==> config.mk <==
export PLATFORM = sky130hd
export DESIGN_NAME = req_arbiter8
export DESIGN_NICKNAME = d
export VERILOG_FILES = /design/src/rtl/req_arbiter8.sv
export SDC_FILE = /design/constraint.sdc
export NUM_CORES = 1
export LEC_CHECK = 0
export ABC_AREA = 1
export CORE_UTILIZATION = 45
export CTS_CLUSTER_SIZE = 25
export DETAILED_ROUTE_END_ITERATION = 6
export PLACE_DENSITY_LB_ADDON = 0.05
export SYNTH_ARGS = -nofsm -noshare
export SYNTH_HDL_FRONTEND = slang
export SYNTH_SLANG_ARGS = --single-unit
==> constraint.sdc <==
create_clock -name clk -period 1.14 [get_ports clk]
set_input_delay 0.171 -clock clk [delete_from_list [all_inputs] [get_ports clk]]
set_output_delay 0.171 -clock clk [all_outputs]
set_load 0.005 [all_outputs]
==> src/rtl/req_arbiter8.sv <==
// req_arbiter8: 8-way request arbiter with IDLE/GRANT/RELEASE FSM, bounded hold time and timeout pulse.
// Define ARB_ROUND_ROBIN_EN for round-robin selection; otherwise the highest requesting index wins.
module req_arbiter8 #(
    parameter int HOLD_MAX = 16
) (
    input  logic       clk,
    input  logic       rst,
    input  logic [7:0] req,
    input  logic       done,
    output logic [7:0] gnt,
    output logic [2:0] gnt_id,
    output logic       gnt_valid,
    output logic       timeout
);
    typedef enum logic [1:0] {IDLE, GRANT, RELEASE} state_t;
    state_t     state_q, state_d;
    logic [7:0] gnt_q, gnt_d;
    logic [2:0] gnt_id_q, gnt_id_d;
    logic       gnt_valid_q, gnt_valid_d;
    logic       timeout_q, timeout_d;
    logic [7:0] hold_q, hold_d;
    logic [2:0] win;
    logic       grant_now, at_max, rel, keep;
`ifdef ARB_ROUND_ROBIN_EN
    logic [2:0] last_id_q, last_id_d;
`endif
    // Later loop iterations win, so the last assignment is the highest-priority requester.
    always_comb begin
        win = 3'd0;
`ifdef ARB_ROUND_ROBIN_EN
        for (int k = 8; k >= 1; k--)
            if (req[3'(last_id_q - 3'(k))]) win = 3'(last_id_q - 3'(k));
`else
        for (int i = 0; i < 8; i++)
            if (req[i]) win = 3'(i);
`endif
    end
    assign grant_now = (state_q != GRANT) && (|req);
    assign at_max    = hold_q == 8'(HOLD_MAX);
    assign rel       = !req[gnt_id_q] || done || at_max;
    assign keep      = (state_q == GRANT) && !rel;
    always_ff @(posedge clk or posedge rst) begin
        if (rst) begin
            state_q     <= IDLE;
            gnt_q       <= 8'd0;
            gnt_id_q    <= 3'd0;
            gnt_valid_q <= 1'b0;
            timeout_q   <= 1'b0;
            hold_q      <= 8'd0;
`ifdef ARB_ROUND_ROBIN_EN
            last_id_q   <= 3'd0;
`endif
        end else begin
            state_q     <= state_d;
            gnt_q       <= gnt_d;
            gnt_id_q    <= gnt_id_d;
            gnt_valid_q <= gnt_valid_d;
            timeout_q   <= timeout_d;
            hold_q      <= hold_d;
`ifdef ARB_ROUND_ROBIN_EN
            last_id_q   <= last_id_d;
`endif
        end
    end
    always_comb begin
        state_d = grant_now ? GRANT : (state_q == GRANT) ? (rel ? RELEASE : GRANT) : IDLE;
        hold_d  = grant_now ? 8'd1 : keep ? hold_q + 8'd1 : 8'd0;
    end
    // Timeout only when the hold limit alone ends the grant.
    always_comb begin
        gnt_d       = grant_now ? 8'd1 << win : keep ? gnt_q : 8'd0;
        gnt_id_d    = grant_now ? win : keep ? gnt_id_q : 3'd0;
        gnt_valid_d = grant_now || keep;
        timeout_d   = (state_q == GRANT) && at_max && req[gnt_id_q] && !done;
`ifdef ARB_ROUND_ROBIN_EN
        last_id_d   = grant_now ? win : last_id_q;
`endif
    end
    assign gnt       = gnt_q;
    assign gnt_id    = gnt_id_q;
    assign gnt_valid = gnt_valid_q;
    assign timeout   = timeout_q;
endmodule

==> metrics.md <==
| Metric | Value |
|---|---|
| Initial antenna violation count | 0 |
| Design area | 0.00182 mm2 |
| Detail Route Antenna Nets | 0 |
| Peak supply drop | 1.18 mV |
| Number of synthesized flops with an enable pin | 0 |
| Crit path buf inv count | 1 |
| Register area share after synthesis | 47.6% |
| Syn. warnings | 0 |
| Vias per inst | 4.92 |
| CTS max path bufs | 2 |
| Global placer's final weighted congestion | 0.826 |
| Cell variety after synth | 20 |
| H-tree depth | 1 |
| Synthesized Nets | 157 |
| Root Driver | clkbuf_4 |
| Grt met2 use | 42.4% |
| Number of CTS-inserted buffers | 3 |
| Global-route wire length before repair | 4.45 mm |
| P_sw | 1.08 mW |
| Sw frac | 38.2% |
| Initial core utilization | 47.1% |
| Finished Layout Cells | 239 |
| Crit path largest cell delay | 0.43 ns |
| CP Capture Type | flop |
| Worst path top cell family by delay | simple AND/OR/NAND/NOR gates |
| Pwr Density | 1550 mW/mm2 |
| WL final | 2.87 mm |
| RSZ-0062 raised after global routing | true |
| Met1 usage | 24.3% |
| CP max FO | 8 |
| DP Wirelength | 2.01 mm |
| Largest net degree at the start of global routing | 23 |
| Die area | 0.00278 mm2 |
| Slack of the critical path | -0.273 ns |
| CP Cell Sequence | buf_6, nand2_2, nand3_2, nand2_2, nor2_4, nor2_4, nand3_4, nor2_2 |
| # DRC | 0 |
| Initial drt markers | 20 |
| Min cycle time layout | 1.41 ns |
| Critical Path RT | 1.40 ns |
| Mapped Avg Cell Area | 8.03 um2 |
| Cell count after synthesis | 144 |
| Fraction of layout cells with a size suffix above 1 | 37.8% |
| Post-Place Worst Slack | -0.413 ns |
| Failing checks | setup timing |
| Max-Cap Viols | 0 |
| Wirelength per Cell | 12.0 um |
| Least-Margin Pin Slew | 0.280 ns |
| Final hold vios | 0 |
| FP Rows | 18 |
| Clock share of power | 15.2% |
| Area growth syn-to-layout | 57.6% |
| Placed Cells | 222 |
| Clock-pin slew on the worst setup and hold paths | 0.12 ns |
| Ports | 24 |
| #FFs+latches synth | 22 |
| Setup-failing EPs final | 23 |
| Crit-path slowest cell | dfrtp_2 |
| Placed instance area | 0.00161 mm2 |
| Die Y-Extent | 52.7 um |
| DR vias | 1,175 |
| Comb pwr share | 51.3% |
| GR Util All Layers | 22.6% |
| Arrival time at the worst endpoint | 1.67 ns |
| Max Slew Vio Count | 0 |
| Fillers | 188 |
| CTS Sinks | 22 |
| Core ar. | 0.00245 mm2 |
| Period utilisation layout | 124% |
| Synth area leaders | dfrtp_1 48%, nand2_1 12%, nand4_1 8.7% |
| IO Port Bufs | 23 |
| Slew margin rel. | 81.4% |
| Post-Synthesis Cell Area | 0.00116 mm2 |
| Most used DFF post-synth | dfrtp_1 |
| Max Freq | 708 MHz |
| Final Skew | 0.00693 ns |
| Clock Latency Late Sink | 0.31 ns |
| Asr flop ratio synth | 100% |
| Met3 Usage GRT | 2.90% |
| CP startpoint kind | flop |
| Kind of critical path | reg2reg |
| Int Power | 1.75 mW |
| Post-synth top area cell | dfrtp_1 |
| Die Width | 52.7 um |
| Commonest cells in the netlist | 37 x nand2_1, 22 x dfrtp_1, 19 x inv_1, 16 x nand4_1, 16 x nor2_1 |
| Gr busiest metal | met2 |
| Initial DRT Pass Iterations | 4 |
| Nets | 223 |
| Total power | 2.83 mW |
| # diodes | 0 |
| Gr ovfl total | 0 |
| Outcome | complete, but fails checks |
| CTS tree | done |
| Worst Hold Class | in2async |
| CTS Hold Bufs | 0 |
| Most frequent cell after synthesis | nand2_1 |
| Leak Pwr | 0.959 nW |
| Yosys top cell area share | 47.6% |
| Number of global-route vias before repair | 1,129 |
| Seq pwr share | 33.5% |
-- final timing paths --
path | startpoint | endpoint | slack [ns] | cells after the start
max in group asynchronous | rst | gnt_id[0] | 0.74 | 3
worst min-delay path | rst | gnt_id[1] | 0.17 | 3
worst min register to register | gnt[5] | gnt[5] | 0.54 | 2
min in group clk | gnt[5] | gnt[5] | 0.54 | 2
worst max-delay path | gnt_id[0] | hold_q[4] | -0.27 | 8
worst max register to register | gnt_id[0] | hold_q[4] | -0.27 | 8
-- state kept, by name, summed over array words and instances (netlist names) --
signal,flops
gnt,8
hold_q,8
gnt_valid,1
gnt_id,3
state_q,1
timeout,1
-- layout by cell type, fill, tap and decap left out, drive strengths merged, types with 2 or more instances in the layout --
cell type       n
buf            43
clkdlybuf4s15   7
inv            22
a21oi           3
dfrtp          22
nand3          11
clkdlybuf4s50  10
xor2            5
nor2           18
clkbuf          8
nand4          16
nand2          38
ha              2
-- through the flow --
step / hold WS (ns) / TNS [ns] / utilization [%]
2_1_floorplan: 0.160 / -1.28 / -
3_3_place_gp: 0.502 / -8.00 / 65.7
3_5_place_dp: 0.515 / -8.14 / 65.7
4_1_cts: 0.178 / -4.78 / 72.6
5_1_grt: 0.217 / -7.36 / 74.2
6_report: 0.171 / -5.57 / 74.2
-- cell families after synthesis --
family | synth area share (%)
AOI/OAI and AO/OA | 1.73
xor gates and xnor gates | 4.55
adders and majority gates | 2.16
buffers and inverters | 8.98
DFF | 47.6
and+or+nand+nor | 35.0
-- worst register-to-register path: stages (launching register included) --
cell     delay, ns
dfrtp_2       0.43
buf_6         0.14
nand2_2       0.07
nand3_2       0.08
nand2_2       0.09
nor2_4        0.05
nor2_4        0.19
nand3_4       0.17
nor2_2        0.14
-- what timing repair did --
| action | in CTS | in global routing |
|---|---|---|
| setup buffers | 13 | 1 |
| resized for setup | 39 | 25 |
| endpoints found under the setup margin | 35 | 32 |
| pin swaps | 8 | 9 |
-- layer usage --
| layer | vias to the layer above | part of all wire (%) |
|---|---|---|
| li1 | 591 | - |
| met1 | 558 | 41 |
| met2 | 19 | 54 |
| met3 | 7 | 2.3 |
| met4 | 0 | 1.9 |
| met5 | - | 0 |
-- cell type report --
cell class,instances,area (um2),share of cell area (%)
timing repair buffer,64,543,29.8
tap,30,37.5,2.06
clock buffer,4,36.3,1.99
multi-input combinational,97,566,31.0
sequential,22,552,30.3
inverter,22,87.6,4.81
-- power groups by stage --
stage                     clock network, mW  logic [mW]  registers, mW
final                                 0.431        1.45          0.945
after global routing                  0.494        1.56          0.957
after CTS                             0.441        1.32          0.944
after detailed placement                  0        1.10          0.989
after global placement                    0        1.08          0.989
after floorplan                           0       0.619          0.983
No activity file was read; power rests on OpenSTA's default activity.
